`src/rtl/riscv_pkg.sv`:
```
// riscv_pkg
//   Shared types for the decode/execute boundary: the 4-bit ALU control
//   codes, the 2-bit main-decoder ALU operation class, the bundle of
//   EX-stage control bits, and the funct3 values the ALU decode recognises.
package riscv_pkg;

  typedef enum logic [3:0] {
    ALU_AND = 4'b0000,
    ALU_OR  = 4'b0001,
    ALU_ADD = 4'b0010,
    ALU_SUB = 4'b0110,
    ALU_NOP = 4'b1111
  } alu_ctrl_e;

  typedef enum logic [1:0] {
    LDST   = 2'b00,
    BRANCH = 2'b01,
    RTYPE  = 2'b10,
    ITYPE  = 2'b11
  } alu_op_e;

  typedef struct packed {
    logic reg_write;
    logic mem_read;
    logic mem_write;
    logic branch;
    logic mem_to_reg;
  } ex_ctrl_t;

  localparam logic [2:0] F3_ADD_SUB = 3'b000;
  localparam logic [2:0] F3_OR      = 3'b110;
  localparam logic [2:0] F3_AND     = 3'b111;

endpackage

```
`src/rtl/alu_control_dec.sv`:
```
// alu_control_dec
//   Combinational ALU control decoder.
//   Ports:
//     i_alu_op    in  2  operation class from the main decoder
//     i_funct3    in  3  instr[14:12]
//     i_funct7b5  in  1  instr[30]
//     o_alu_ctrl  out 4  ALU control code (alu_ctrl_e)
module alu_control_dec
  import riscv_pkg::*;
(
  input  logic [1:0] i_alu_op,
  input  logic [2:0] i_funct3,
  input  logic       i_funct7b5,
  output alu_ctrl_e  o_alu_ctrl
);

  always_comb begin
    o_alu_ctrl = ALU_NOP;
    case (i_alu_op)
      LDST:   o_alu_ctrl = ALU_ADD;
      BRANCH: o_alu_ctrl = ALU_SUB;
      default: begin
        // R-type and I-type share the funct3 decode; only R-type can select
        // SUB through instr[30], since ADDI carries immediate bits there.
        case (i_funct3)
          F3_ADD_SUB: o_alu_ctrl = (i_alu_op == RTYPE && i_funct7b5) ? ALU_SUB : ALU_ADD;
          F3_AND:     o_alu_ctrl = ALU_AND;
          F3_OR:      o_alu_ctrl = ALU_OR;
          default:    o_alu_ctrl = ALU_NOP;
        endcase
      end
    endcase
  end

endmodule

```
`src/rtl/id_ex_stage.sv`:
```
// id_ex_stage
//   ID/EX pipeline register plus operand delivery for the ALU.
//   Ports:
//     clk, rst_n                    clock, synchronous active-low reset
//     stall_i, flush_i              hold the register / insert a bubble
//     id_*                          decoded fields and control from ID
//     exmem_*, memwb_*              writeback candidates used for forwarding
//     alu_in1_o, alu_in2_o          forwarded ALU operands
//     alu_control_o                 registered ALU control code
//     ex_store_data_o               forwarded rs2 for stores
//     ex_pc_o, ex_imm_o             registered PC / immediate
//     ex_valid_o, ex_rd_o, ex_*_o   registered valid, destination and control
//     load_use_hazard_o             load in EX feeds the instruction in ID
module id_ex_stage
  import riscv_pkg::*;
#(
  parameter int XLEN  = 32,
  parameter int RADDR = 5
) (
  input  logic             clk,
  input  logic             rst_n,
  input  logic             stall_i,
  input  logic             flush_i,
  input  logic             id_valid_i,
  input  logic [XLEN-1:0]  id_pc_i,
  input  logic [XLEN-1:0]  id_imm_i,
  input  logic [XLEN-1:0]  id_rs1_data_i,
  input  logic [XLEN-1:0]  id_rs2_data_i,
  input  logic [RADDR-1:0] id_rs1_i,
  input  logic [RADDR-1:0] id_rs2_i,
  input  logic [RADDR-1:0] id_rd_i,
  input  logic [2:0]       id_funct3_i,
  input  logic             id_funct7b5_i,
  input  logic [1:0]       id_alu_op_i,
  input  logic             id_alu_src_i,
  input  logic             id_reg_write_i,
  input  logic             id_mem_read_i,
  input  logic             id_mem_write_i,
  input  logic             id_branch_i,
  input  logic             id_mem_to_reg_i,
  input  logic             exmem_reg_write_i,
  input  logic [RADDR-1:0] exmem_rd_i,
  input  logic [XLEN-1:0]  exmem_result_i,
  input  logic             memwb_reg_write_i,
  input  logic [RADDR-1:0] memwb_rd_i,
  input  logic [XLEN-1:0]  memwb_result_i,
  output logic [XLEN-1:0]  alu_in1_o,
  output logic [XLEN-1:0]  alu_in2_o,
  output logic [3:0]       alu_control_o,
  output logic [XLEN-1:0]  ex_store_data_o,
  output logic [XLEN-1:0]  ex_pc_o,
  output logic [XLEN-1:0]  ex_imm_o,
  output logic             ex_valid_o,
  output logic [RADDR-1:0] ex_rd_o,
  output logic             ex_reg_write_o,
  output logic             ex_mem_read_o,
  output logic             ex_mem_write_o,
  output logic             ex_branch_o,
  output logic             ex_mem_to_reg_o,
  output logic             load_use_hazard_o
);

  alu_ctrl_e        w_alu_ctrl;
  logic [XLEN-1:0]  w_fwd_rs1;
  logic [XLEN-1:0]  w_fwd_rs2;

  logic             r_valid;
  ex_ctrl_t         r_ctrl;
  alu_ctrl_e        r_alu_ctrl;
  logic             r_alu_src;
  logic [XLEN-1:0]  r_pc;
  logic [XLEN-1:0]  r_imm;
  logic [XLEN-1:0]  r_rs1_data;
  logic [XLEN-1:0]  r_rs2_data;
  logic [RADDR-1:0] r_rs1;
  logic [RADDR-1:0] r_rs2;
  logic [RADDR-1:0] r_rd;

  alu_control_dec u_alu_control_dec (
    .i_alu_op   (id_alu_op_i),
    .i_funct3   (id_funct3_i),
    .i_funct7b5 (id_funct7b5_i),
    .o_alu_ctrl (w_alu_ctrl)
  );

  // A flush clears exactly what reset clears, so both share one branch;
  // reset still dominates because it is the same outcome.
  always_ff @(posedge clk) begin
    if (!rst_n || flush_i) begin
      r_valid    <= 1'b0;
      r_ctrl     <= '0;
      r_alu_ctrl <= ALU_AND;
      r_alu_src  <= 1'b0;
      r_pc       <= '0;
      r_imm      <= '0;
      r_rs1_data <= '0;
      r_rs2_data <= '0;
      r_rs1      <= '0;
      r_rs2      <= '0;
      r_rd       <= '0;
    end else if (!stall_i) begin
      r_valid    <= id_valid_i;
      r_ctrl     <= '{reg_write:  id_reg_write_i,
                      mem_read:   id_mem_read_i,
                      mem_write:  id_mem_write_i,
                      branch:     id_branch_i,
                      mem_to_reg: id_mem_to_reg_i};
      r_alu_ctrl <= w_alu_ctrl;
      r_alu_src  <= id_alu_src_i;
      r_pc       <= id_pc_i;
      r_imm      <= id_imm_i;
      r_rs1_data <= id_rs1_data_i;
      r_rs2_data <= id_rs2_data_i;
      r_rs1      <= id_rs1_i;
      r_rs2      <= id_rs2_i;
      r_rd       <= id_rd_i;
    end
  end

  // Forwarding works off the registered source addresses, so an operand held
  // by a stall still picks up results that arrive while it waits. The nearer
  // EX/MEM result is checked first; x0 is never a forwarding target.
  always_comb begin
    w_fwd_rs1 = r_rs1_data;
    if (exmem_reg_write_i && exmem_rd_i != '0 && exmem_rd_i == r_rs1)
      w_fwd_rs1 = exmem_result_i;
    else if (memwb_reg_write_i && memwb_rd_i != '0 && memwb_rd_i == r_rs1)
      w_fwd_rs1 = memwb_result_i;
  end

  always_comb begin
    w_fwd_rs2 = r_rs2_data;
    if (exmem_reg_write_i && exmem_rd_i != '0 && exmem_rd_i == r_rs2)
      w_fwd_rs2 = exmem_result_i;
    else if (memwb_reg_write_i && memwb_rd_i != '0 && memwb_rd_i == r_rs2)
      w_fwd_rs2 = memwb_result_i;
  end

  assign alu_in1_o       = w_fwd_rs1;
  assign alu_in2_o       = r_alu_src ? r_imm : w_fwd_rs2;
  assign ex_store_data_o = w_fwd_rs2;
  assign alu_control_o   = r_alu_ctrl;
  assign ex_pc_o         = r_pc;
  assign ex_imm_o        = r_imm;
  assign ex_valid_o      = r_valid;
  assign ex_rd_o         = r_rd;
  assign ex_reg_write_o  = r_ctrl.reg_write;
  assign ex_mem_read_o   = r_ctrl.mem_read;
  assign ex_mem_write_o  = r_ctrl.mem_write;
  assign ex_branch_o     = r_ctrl.branch;
  assign ex_mem_to_reg_o = r_ctrl.mem_to_reg;

  // The loaded value is not available until MEM, so the consumer in ID must
  // wait one cycle; the caller stalls IF/ID and flushes this stage.
  assign load_use_hazard_o = r_valid && r_ctrl.mem_read && r_rd != '0 && id_valid_i &&
                             (r_rd == id_rs1_i || r_rd == id_rs2_i);

endmodule
```
`config.mk`:
```
export PLATFORM = sky130hd
export DESIGN_NAME = id_ex_stage
export DESIGN_NICKNAME = d
export VERILOG_FILES = /design/src/rtl/riscv_pkg.sv /design/src/rtl/alu_control_dec.sv /design/src/rtl/id_ex_stage.sv
export SDC_FILE = /design/constraint.sdc
export NUM_CORES = 1
export LEC_CHECK = 0
export CAP_MARGIN = 10
export CORE_AREA = 2 2 159 161
export DETAILED_ROUTE_END_ITERATION = 10
export DIE_AREA = 0 0 161 163
export PLACE_DENSITY = 0.82
export SLEW_MARGIN = 20
export SYNTH_ARGS = -nofsm -noshare
export SYNTH_HDL_FRONTEND = slang
export SYNTH_HIERARCHICAL = 1
export SYNTH_SLANG_ARGS = --single-unit
```
`constraint.sdc`:
```
create_clock -name clk -period 2.4 [get_ports clk]
set_input_delay 0.48 -clock clk [delete_from_list [all_inputs] [get_ports clk]]
set_output_delay 0.48 -clock clk [all_outputs]
set_load 0.01 [all_outputs]
```
; Word-level counts from Yosys, hierarchy flattened
; Cells that the tools add are included.
[totals]
ram_bits = 0
word_cells = 52
output_inout_bits = 176
rom_bits = 0
ff_bits = 154
memories = 0
latch_bits = 0
input_bits = 236
[classes]
n_reduce_logical = 19
order_cmp = 0
n_bitwise = 0
div = 0
shift = 0
multipliers = 0
n_eq_ne = 10
n_mux = 8
addsub = 0
[ops]
columns = op, count
row1 = $mux 32, 5
row2 = $eq 5x5->1, 6
row3 = $reduce_bool 5->1, 3
row4 = $pmux 4 s3, 1
row5 = $logic_and 1x1->1, 11
row6 = $pmux 4 s2, 1
row7 = $eq 3x3->1 const B, 2
row8 = $logic_not 3->1, 1
row9 = $mux 3, 1
row10 = $eq 2x1->1 const B, 1
row11 = $eq 2x2->1 const B, 1
row12 = $logic_not 2->1, 1
row13 = $logic_or 1x1->1, 2
row14 = $logic_not 1->1, 1

; Longest topological paths before layout
[logic_depth]
ltp_word = 6
mapped_depth = 7
mapped_depth_nobuf = 5

; Cells and area by module
; Netlist, hierarchy kept.
[by_module_without_submodules]
columns = mod, instances, cells_each, seq_area_each_um2, area_each_um2
row1 = id_ex_stage, 1, 872, 3083.0, 7729.9
row2 = alu_control_dec, 1, 8, 0.0, 45.0

; Worst setup path after synthesis
; OpenSTA, ideal clock, no wires.
[synth_timing]
path_type = input port to output port
startpoint = input port exmem_rd_i[1]
endpoint = output port alu_in2_o[11]
setup_slack_ns = -0.198
cell_stages = 6
path_buffers = 1
arrival_ns = 2.118
path_cell_list = or4_1 o211ai_2 clkbuf_1 nor3_1 a31oi_1 mux2_2
[synth_via]
elab_chain_cells = 5
[synth_rtl]
columns = item, line
row1 = from (decl), id_ex_stage.sv:42  ; input logic [RADDR-1:0] exmem_rd_i,
row2 = $reduce_bool 5->1, id_ex_stage.sv:133  ; if (exmem_reg_write_i && exmem_rd_i != '0 && exmem_rd_i == r_rs2)
row3 = $logic_and 1x1->1, id_ex_stage.sv:133
row4 = $logic_and 1x1->1 *, id_ex_stage.sv:133
row5 = $mux 32 *, id_ex_stage.sv:133
row6 = via ex_store_data_o[11], id_ex_stage.sv:50  ; output logic [XLEN-1:0] ex_store_data_o,
row7 = $mux 32 *, id_ex_stage.sv:140  ; assign alu_in2_o = r_alu_src ? r_imm : w_fwd_rs2;
row8 = to (decl), id_ex_stage.sv:48  ; output logic [XLEN-1:0] alu_in2_o,
; Mark *: on every way through the listed nets, which the timed path passes. The rest lies on a longest branch.

; Worst setup path after layout
[layout_timing]
startpoint = register r_rs2[2]
endpoint = output port alu_in2_o[17]
[layout_via]
elab_chain_cells = 5
[layout_rtl]
columns = item, line
row1 = from (decl), id_ex_stage.sv:76  ; logic [RADDR-1:0] r_rs2;
row2 = from (signal assigned), id_ex_stage.sv:115  ; r_rs2 <= id_rs2_i;
row3 = $eq 5x5->1, id_ex_stage.sv:135  ; else if (memwb_reg_write_i && memwb_rd_i != '0 && memwb_rd_i == r_rs2)
row4 = $logic_and 1x1->1, id_ex_stage.sv:135
row5 = $mux 32, id_ex_stage.sv:135
row6 = $mux 32 *, id_ex_stage.sv:133
row7 = $mux 32 *, id_ex_stage.sv:140
; Mark *: on every way between the ends. The rest lies on a longest branch, timed or not.

==> metrics.cfg <==
[global_route]
grt_max_degree=70
grt_pass1_vias=9113
grt_pass1_wl_um=52400
antenna_found_initial=4
grt_remaining_overflow=0
grt.total_usage_pct=26.1

[pwr]
p_per_area_mw_per_mm2=452
power.leakage_nw=6.90
total_power_w=0.00752
vdd_drop_max_mv=0.428

[die]
fp.dieArea_sq_mm=0.0262
rows=58
die-height_um=163
coreArea_sq_mm=0.0247
die_w_um=161
ios=412
initial_core_util_pct=31.5

[clocking]
insertion_delay_ns=0.42
cts_buffer_depth=2
cts_sinks=154
cts-htree-levels=4
hold_buffers=0
clockRootBuffer=clkbuf_16
cts_tree=yes
cts_buffers=17
cts.clk_slew.worst_paths_ns=0.08

[setup_path]
worst-path-buf-inv=6
start_kind=register
worstReg2RegStart=r_alu_src$_SDFFE_PP0N_
cp_slowest_stage_delay_ns=0.37
crit_family=buffers and inverters
cpMaxStageDelayCell=dfxtp_4
critical_path_class=register to output port
worstPathRequired_ns=1.92
cp-end-kind=output port
crit_fanout=5
crit_path_cell_trace=xnor2_2, nand4_1, buf_6, buf_8, buf_12, buf_12, o21ai_1, a31oi_4, buf_4, mux2_4, buf_6
crit_arrival_ns=2.62
critPathLaunch=r_rs2[2]$_SDFFE_PP0N_

[sta]
maxSlewViolCount=0
holdWs_ns=0.497
worst_pin_slew_ns=0.466
hold_viol=0
setup_slack_ns=-0.697
min_period_ns=3.10
skew_ns=0
finalSetupViolCount=96
rsz0062_at_grt=true
slew_headroom_pct=68.9
fin_crit_sh_pct=129
max_freq_mhz=323

[synth]
netlist.top_cell.by_area=dfxtp_1
yosysWarnings=6
synth_top_cell_area_share_pct=39.7
avgSynthCellArea_sq_um=8.84
synthCells=880
synth.net_count=1116
ys_ff_latch=154
mappedNetlistArea_sq_mm=0.00777
ys_seq_area_share_pct=39.7
ys_top_cells_by_area=dfxtp_1, mux2i_1, nor2_1
synth_cell_types=31

[place]
post_dp_cell_area_sq_mm=0.0130
hpwl_um=22500
place_congestion=0.947
dpl_worst_slack_ns=-1.32
io_buffers=411

[detailed_routing]
antenna_left=0
wl_per_cell_um=22.3
first_pass_iters=5
dr.first_iter.drc_count=612
via_per_inst=5.19
route.vias.total=9289
finalWirelength_um=39800
drc_errors=0

[finish]
finalInstanceArea_sq_mm=0.0166
nets=1681
final_util_pct=67.4
final_common_cell=clkdlybuf4s50_1
layout_common_cells=clkdlybuf4s50_1, mux2i_1, nor2_1
layout-area-overhead-vs-synth_pct=114
drive_gt1_share_pct=40.3

[hold_path]
hold_path.class=register to register
min_from=r_rs1_data[16]$_SDFFE_PP0N_

[run_status]
violations=setup timing
outcome=complete, but fails checks

[run]
drv_cap=0

-- worst register-to-register path, delay by kind of cell (launching register included) --
| kind | cells | cell delay, ns |
|---|---|---|
| muxes | 1 | 0.14 |
| buffers and inverters | 1 | 0.30 |
| DFF | 1 | 0.34 |
| and+or+nand+nor | 1 | 0.09 |
-- through the flow --
step	instances	TNS, ns
3_3_place_gp	1637	-106.04
6_report	1790	-46.12
5_1_grt	1790	-51.68
2_1_floorplan	880	-3.83
4_1_cts	1758	-45.24
3_5_place_dp	1637	-110.38
-- final cells by class --
| type | count | area [sq um] |
|---|---|---|
| diodes | 2 | 5.00 |
| clock buffers | 18 | 439 |
| clock inverters | 14 | 150 |
| fillers | 1722 | 8030 |
| inverters | 32 | 120 |
| multi-input cells | 625 | 5900 |
| flip-flops and latches | 154 | 3110 |
| well taps | 330 | 413 |
| repair buffers | 615 | 6510 |
-- power by group --
part | internal [W] | switching [W] | leakage, nW
sequential | 0.00264 | 0.0000699 | 1.26
combinational | 0.00116 | 0.000829 | 5.34
clock | 0.00151 | 0.00131 | 0.294
-- flip-flops by register name (all words and copies together) (netlist names) --
name and flops:
r_rs2_data 32, r_rs1_data 32, ex_pc_o 32, r_rs1 5, ex_branch_o 1, ex_imm_o 32
alu_control_o 4, ex_mem_to_reg_o 1, ex_rd_o 5, ex_reg_write_o 1, ex_valid_o 1, r_alu_src 1
r_rs2 5, ex_mem_read_o 1, ex_mem_write_o 1
-- synth_stat cells (all sizes together) --
| library cell | count |
|---|---|
| nor2 | 189 |
| mux2i | 186 |
| dfxtp | 154 |
| buf | 37 |
| a21oi | 34 |
| nor3 | 34 |
| o21ai | 34 |
| a31oi | 33 |
| clkbuf | 33 |
| inv | 32 |
| mux2 | 31 |
| or3 | 31 |
| xnor2 | 22 |
| xor2 | 8 |
| nand3 | 4 |
| or4 | 4 |
| nand2b | 3 |
| nand4 | 3 |
| o211ai | 3 |
| nand2 | 1 |
| o2111ai | 1 |
| o311a | 1 |
| o31ai | 1 |
| or2 | 1 |
-- repair_timing --
action	in CTS	in global routing
pin swaps	56	74
cloned	13	6
endpoints found under the setup margin	97	97
setup buffers	78	45
gates resized for setup	712	230
-- kinds of logic after synthesis --
| group | after synthesis | share of synthesized area, % |
|---|---|---|
| AOI/OAI and AO/OA | 107 | 7.90 |
| xor gates and xnor gates | 30 | 3.38 |
| buffers and inverters | 102 | 5.52 |
| DFF | 154 | 39.7 |
| muxes | 217 | 28.4 |
| and+or+nand+nor | 270 | 15.1 |
-- final timing paths --
check                           cells past startpoint                           to  slack, ns
worst max-delay path                               11                alu_in2_o[17]      -0.70
worst min-delay path                                2  r_rs1_data[16]$_SDFFE_PP0N_       0.50
worst max register to register                      3       r_alu_src$_SDFFE_PP0N_       1.47
worst min register to register                      2  r_rs1_data[16]$_SDFFE_PP0N_       0.50
-- per-layer routing --
layer / global-route usage, % / wire [um]
met5: 0 / 11
met4: 10.5 / 1420
met3: 7.44 / 2920
met2: 46.5 / 20200
met1: 29.5 / 15300
No activity file was read; power rests on OpenSTA's default activity.
